===== src/rtl/i2s_tx_10xe_axis_aud_fifo.sv =====
// rtl/i2s_tx_10xe_axis_aud_fifo.sv - AXI-Stream audio ingress FIFO with channel-sequence checking
// Buffers samples first-word-fall-through for the I2S serialiser.
module i2s_tx_10xe_axis_aud_fifo #(
  parameter int DATA_W      = 32,
  parameter int ID_W        = 3,
  parameter int DEPTH       = 8,
  parameter int NUM_CH      = 2,
  parameter int DROP_BAD_ID = 1
) (
  input  logic                       s_axis_aud_aclk,
  input  logic                       s_axis_aud_aresetn,
  input  logic [DATA_W-1:0]          s_axis_aud_tdata,
  input  logic [ID_W-1:0]            s_axis_aud_tid,
  input  logic                       s_axis_aud_tvalid,
  output logic                       s_axis_aud_tready,
  output logic [DATA_W-1:0]          m_axis_aud_tdata,
  output logic [ID_W-1:0]            m_axis_aud_tid,
  output logic                       m_axis_aud_tvalid,
  input  logic                       m_axis_aud_tready,
  output logic [$clog2(DEPTH):0]     fill_level,
  output logic                       seq_err,
  input  logic                       seq_err_clr,
  output logic [7:0]                 err_cnt
);

  localparam int AW = $clog2(DEPTH);

  logic [DATA_W-1:0] mem_data [DEPTH];
  logic [ID_W-1:0]   mem_id   [DEPTH];

  logic [AW-1:0]     wr_ptr_q, wr_ptr_d, rd_ptr_q, rd_ptr_d;
  logic [AW:0]       fill_q, fill_d;
  logic              s_tready_q, m_tvalid_q;
  logic [DATA_W-1:0] m_tdata_q, head_data;
  logic [ID_W-1:0]   m_tid_q, head_id;
  logic [ID_W-1:0]   exp_ch_q, exp_ch_d;
  logic              seq_err_q, seq_err_d;
  logic [7:0]        err_cnt_q, err_cnt_d;
  logic              accept, pop, wr_en, id_bad, seq_hit;

  function automatic logic [ID_W-1:0] next_ch(input logic [ID_W-1:0] c);
    return (c == ID_W'(NUM_CH - 1)) ? '0 : c + ID_W'(1);
  endfunction

  always_comb begin
    accept  = s_axis_aud_tvalid && s_tready_q;
    pop     = m_tvalid_q && m_axis_aud_tready;
    id_bad  = {1'b0, s_axis_aud_tid} >= (ID_W+1)'(NUM_CH);
    wr_en   = accept && !((DROP_BAD_ID != 0) && id_bad);
    seq_hit = accept && (s_axis_aud_tid != exp_ch_q);

    wr_ptr_d = wr_ptr_q + AW'(wr_en);
    rd_ptr_d = rd_ptr_q + AW'(pop);

    fill_d = fill_q;
    if (wr_en && !pop)      fill_d = fill_q + 1'b1;
    else if (!wr_en && pop) fill_d = fill_q - 1'b1;

    // A write landing on the next read slot can only happen when the FIFO drains to empty.
    if (wr_en && (wr_ptr_q == rd_ptr_d)) begin
      head_data = s_axis_aud_tdata;
      head_id   = s_axis_aud_tid;
    end else begin
      head_data = mem_data[rd_ptr_d];
      head_id   = mem_id[rd_ptr_d];
    end

    exp_ch_d = exp_ch_q;
    if (accept && !id_bad) exp_ch_d = next_ch(s_axis_aud_tid);

    seq_err_d = seq_err_q;
    err_cnt_d = err_cnt_q;
    if (seq_err_clr) begin
      seq_err_d = seq_hit;
      err_cnt_d = seq_hit ? 8'd1 : 8'd0;
    end else if (seq_hit) begin
      seq_err_d = 1'b1;
      if (err_cnt_q != 8'hFF) err_cnt_d = err_cnt_q + 8'd1;
    end
  end

  always_ff @(posedge s_axis_aud_aclk) begin
    if (wr_en) begin
      mem_data[wr_ptr_q] <= s_axis_aud_tdata;
      mem_id[wr_ptr_q]   <= s_axis_aud_tid;
    end
  end

  always_ff @(posedge s_axis_aud_aclk or negedge s_axis_aud_aresetn) begin
    if (!s_axis_aud_aresetn) begin
      wr_ptr_q   <= '0;
      rd_ptr_q   <= '0;
      fill_q     <= '0;
      s_tready_q <= 1'b0;
      m_tvalid_q <= 1'b0;
      m_tdata_q  <= '0;
      m_tid_q    <= '0;
      exp_ch_q   <= '0;
      seq_err_q  <= 1'b0;
      err_cnt_q  <= '0;
    end else begin
      wr_ptr_q   <= wr_ptr_d;
      rd_ptr_q   <= rd_ptr_d;
      fill_q     <= fill_d;
      s_tready_q <= fill_d < (AW+1)'(DEPTH);
      m_tvalid_q <= fill_d != '0;
      if (fill_d != '0) begin
        m_tdata_q <= head_data;
        m_tid_q   <= head_id;
      end
      exp_ch_q   <= exp_ch_d;
      seq_err_q  <= seq_err_d;
      err_cnt_q  <= err_cnt_d;
    end
  end

  assign s_axis_aud_tready = s_tready_q;
  assign m_axis_aud_tvalid = m_tvalid_q;
  assign m_axis_aud_tdata  = m_tdata_q;
  assign m_axis_aud_tid    = m_tid_q;
  assign fill_level        = fill_q;
  assign seq_err           = seq_err_q;
  assign err_cnt           = err_cnt_q;

endmodule


===== config.mk =====
export PLATFORM = sky130hd
export DESIGN_NAME = i2s_tx_10xe_axis_aud_fifo
export DESIGN_NICKNAME = d
export VERILOG_FILES = /design/src/rtl/i2s_tx_10xe_axis_aud_fifo.sv
export SDC_FILE = /design/constraint.sdc
export NUM_CORES = 1
export LEC_CHECK = 0
export ABC_AREA = 1
export ABC_CLOCK_PERIOD_IN_PS = 3480
export BUFFER_PORTS_ARGS = -buffer_cell sky130_fd_sc_hd__buf_2
export CAP_MARGIN = 20
export CORE_MARGIN = 3
export CORE_UTILIZATION = 30
export DETAILED_ROUTE_END_ITERATION = 10
export PLACE_DENSITY_LB_ADDON = 0.2
export SKIP_LAST_GASP = 1
export SLEW_MARGIN = 20
export SYNTH_ARGS = -nofsm -noshare
export SYNTH_HDL_FRONTEND = slang
export SYNTH_SLANG_ARGS = --single-unit

===== constraint.sdc =====
create_clock -name s_axis_aud_aclk -period 3.48 [get_ports s_axis_aud_aclk]
set_clock_uncertainty 0.05 [all_clocks]
set_input_delay 0.174 -clock s_axis_aud_aclk [delete_from_list [all_inputs] [get_ports s_axis_aud_aclk]]
set_output_delay 0.174 -clock s_axis_aud_aclk [all_outputs]
set_load 0.1 [all_outputs]

==> metrics.md <==
| Metric | Value |
|---|---|
| Post-synth cell types | `31` |
| Setup CP Type | `reg2reg` |
| Die Ht | `224.2 um` |
| Synthesized area | `14280 um^2` |
| Syn-to-layout area delta | `21.00%` |
| Psw | `8.430 mW` |
| Wire per inst | `around 18 um` |
| FMAX | `384.7 MHz` |
| CTS tree | `done` |
| Switching Share | `0.4723` |
| Final Slew Violations | `0` |
| PwrDens | `a little over 1000 nW/um^2` |
| Synthesis-stage register bit count | `339` |
| Boundary pin count | `90` |
| Num CTS Buffers | `39` |
| Initial antenna violation count | `2` |
| CP Launch Type | `flop` |
| Comb pwr share | `0.487` |
| VDD IR-drop max | `~580 uV` |
| Clock slew at reported path FFs | `about 60 ps` |
| Sequential power share | `0.288` |
| HP Class | `in2reg` |
| Clk buf depth | `3` |
| Max incr delay on CP | `490 ps` |
| First-pass GRT wire length | `slightly below 60000 um` |
| Post-Syn Nets | `1438` |
| Final Power | `17.85 mW` |
| Initial DRC count | `615` |
| Core area | `46750 um^2` |
| Slew @ Worst Pin | `about 1000 ps` |
| RePlAce Congestion | `0.7660` |
| Row cnt | `79` |
| Status | `finished, final reports clean` |
| Slew HR | `0.3518` |
| Cts repair resizes | `0` |
| DP Area | `15650 um^2` |
| Pleak | `between 7 and 8 nW` |
| GRT Util Overall | `0.1537` |
| Detail Route Antenna Nets | `0` |
| Hold path startpoint | `s_axis_aud_tvalid` |
| FFs w/ async S/R, synth | `0.1740` |
| Tmin final | `2600 ps` |
| Fin nets | `1562` |
| Worst-path fanout max | `46` |
| Cell mode on critical path | `nand2_1` |
| Setup violators final | `0` |
| Die Width | `roughly 220 um` |
| Crit path cell chain | `nand2_1 -> inv_1 -> ha_4 -> ha_2 -> xnor2_1 -> nand3_1 -> nor2_4 -> buf_4 -> o21ai_0 -> nand2_1 -> nand2_1` |
| RSZ-0062 raised after global routing | `no` |
| CTS Root Cell | `clkbuf_16` |
| Crit path launch | `m_axis_aud_tvalid` |
| Routed vias/inst | `around 4.6` |
| Post-DP HPWL | `around 20000 um` |
| Average cell area after synthesis | `10.27 um^2` |
| Design Area, Final | `17290 um^2` |
| Clk sink count | `339` |
| CTS HTree Levels | `2` |
| Layout cell share with drive strength beyond 1 | `0.1248` |
| Hold Violations, Final | `0` |
| DRC Markers | `0` |
| Syn Inst Count | `1391` |
| EDFF count, synth | `between 200 and 300` |
| P_int | `9.421 mW` |
| GRT overflow | `0` |
| Die area | `just over 50000 um^2` |
| Max-cap violations | `0` |
| WL final | `38250 um` |
| Worst path required time | `3860 ps` |
| I/O Buffers | `89` |
| Main synth FF type | `edfxtp_1` |
| Data arrival, critical path | `2980 ps` |
| Largest net degree at the start of global routing | `between 70 and 80` |
| Clk pwr share | `0.225` |
| Initial Utilization | `0.3055` |
| Final period utilization | `0.7471` |
| Vias in the first global route | `9664` |
| Worst-Skew Late Latency | `560 ps` |
| First-pass iteration count of the detailed router | `5` |
| R2R Path Start | `m_axis_aud_tvalid` |
| Final core occ | `0.3697` |
| Slowest-stage cell, CP | `buf_4` |
| YS warnings | `0` |
| CP Capture Type | `flop` |
| Vias after detailed routing | `9902` |
| Post-synthesis sequential area ratio | `0.6920` |
## cells by family (layout without fill, tap and decap cells)
kind of cell | Yosys count | in the layout | synth area share
flip-flops | 339 | 339 | 0.6920
buffers and inverters | 94 | 249 | 0.02768
AND/OR/NAND/NOR | 880 | 880 | 0.2452
other | 0 | 2 | 0
adder cells (fa/ha/maj) | 7 | 7 | 0.006131
AO/OA/AOI/OAI | 58 | 58 | 0.02102
XOR/XNOR | 13 | 13 | 0.007971
## worst max-delay path, delay by kind of cell, from the launching register on
family	cells	cell delay (ps)
xor+xnor	1	130
buf+inv	2	620
simple gates	5	520
compound gates	1	200
fa+ha+maj	2	580
flops	1	370
## Yosys cell counts (2+ instances only)
cell type | n | area (um^2)
nand2_1 | 726 | 2725
edfxtp_1 | 280 | 8408
nand3_1 | 113 | 565.5
dfrtp_1 | 59 | 1476
clkbuf_1 | 38 | 142.6
o21ai_0 | 27 | 135.1
nor2_1 | 25 | 93.84
inv_1 | 23 | 86.33
buf_2 | 22 | 110.1
o21ai_1 | 19 | 95.09
a21oi_1 | 7 | 35.03
ha_1 | 7 | 87.58
xnor2_1 | 7 | 61.31
xor2_1 | 6 | 52.55
buf_1 | 5 | 18.77
buf_4 | 4 | 30.03
nand2_2 | 3 | 18.77
nand4_1 | 3 | 18.77
nor2_2 | 3 | 18.77
nor3_1 | 2 | 10.01
o22ai_1 | 2 | 12.51
## power groups by stage
stage / Sequential [mW] / Clock [mW] / Combinational (mW)
after CTS: 5.15 / 4.15 / 8.84
after global routing: 5.19 / 4.32 / 9.70
after floorplan: 7.01 / 0 / 4.53
after detailed placement: 5.23 / 0 / 8.79
after global placement: 5.22 / 0 / 8.76
final: 5.14 / 4.02 / 8.69
## stage by stage
step | setup slack (ps) | std cells | setup TNS (ps) | hold slack, ps
2_1_floorplan | -61.77 | 1391 | -8648 | -171.6
4_1_cts | 852.7 | 2153 | 0 | 33.48
5_1_grt | 668.6 | 2154 | 0 | 82.06
3_3_place_gp | 884.6 | 2044 | 0 | 350.9
3_5_place_dp | 852.8 | 2044 | 0 | 350.4
6_report | 880.2 | 2155 | 0 | 64.69
## what timing repair did
| item | in CTS | in global routing |
|---|---|---|
| setup buffers | 0 | 0 |
| hold buffers | 37 | 0 |
| hold endpoints to repair | 380 | 0 |
## per-layer routing
metal	wire length, um	global-route usage
met5	0	0
met4	761	0.04142
met3	1866	0.02832
met2	17620	0.2478
met1	18010	0.2150
## worst paths after layout
kind / endpoint / slack (ps) / cells after the start
worst max-delay path: m_axis_aud_tdata[13] / 880 / 11
worst min-delay path: seq_err / 60 / 5
worst max register to register: m_axis_aud_tdata[13] / 880 / 11
worst min register to register: m_axis_aud_tdata[6] / 450 / 2
max in group asynchronous: m_axis_aud_tdata[16] / 2480 / 2
min in group asynchronous: fill_level[1] / 280 / 2
## registers in the layout (all words and copies together), names as in the netlist
| name | count |
|---|---|
| err_cnt | 8 |
| exp_ch_q | 3 |
| fill_level | 4 |
| m_axis_aud_tdata | 32 |
| m_axis_aud_tid | 3 |
| m_axis_aud_tvalid | 1 |
| mem_data | 256 |
| mem_id | 24 |
| rd_ptr_q | 3 |
| s_axis_aud_tready | 1 |
| seq_err | 1 |
| wr_ptr_q | 3 |
## layout make-up
class                   count  area, um^2
fillers                  4610       29470
flip-flops and latches    339        9884
multi-input cells         958        4116
repair buffers            152        1164
clock buffers              53        1059
well taps                 607       759.5
clock inverters            19       201.4
inverters                  25       96.34
diodes                      2       5.005
## cell usage in the layout (no fill, tap or decap), types with 2 or more instances in the layout
cell / Yosys / routed
dfrtp_1: 59 / 59
nor2_1: 25 / 17
diode_2: 0 / 2
clkbuf_16: 0 / 39
o21ai_0: 27 / 27
ha_1: 7 / 5
xnor2_1: 7 / 6
xor2_1: 6 / 5
clkinv_1: 1 / 8
buf_2: 22 / 88
dlygate4sd3_1: 0 / 37
o21ai_1: 19 / 19
clkinv_8: 0 / 2
nand4_1: 3 / 3
clkbuf_1: 38 / 11
buf_4: 4 / 15
nor3_1: 2 / 2
a21oi_1: 7 / 7
bufinv_16: 0 / 3
edfxtp_1: 280 / 280
clkbuf_8: 0 / 3
nand2_1: 726 / 726
nor2_4: 1 / 11
clkinv_2: 0 / 5
nand3_1: 113 / 113
o22ai_1: 2 / 2
buf_12: 0 / 12
inv_1: 23 / 22
nand2_2: 3 / 3
No activity file was read; power rests on OpenSTA's default activity.
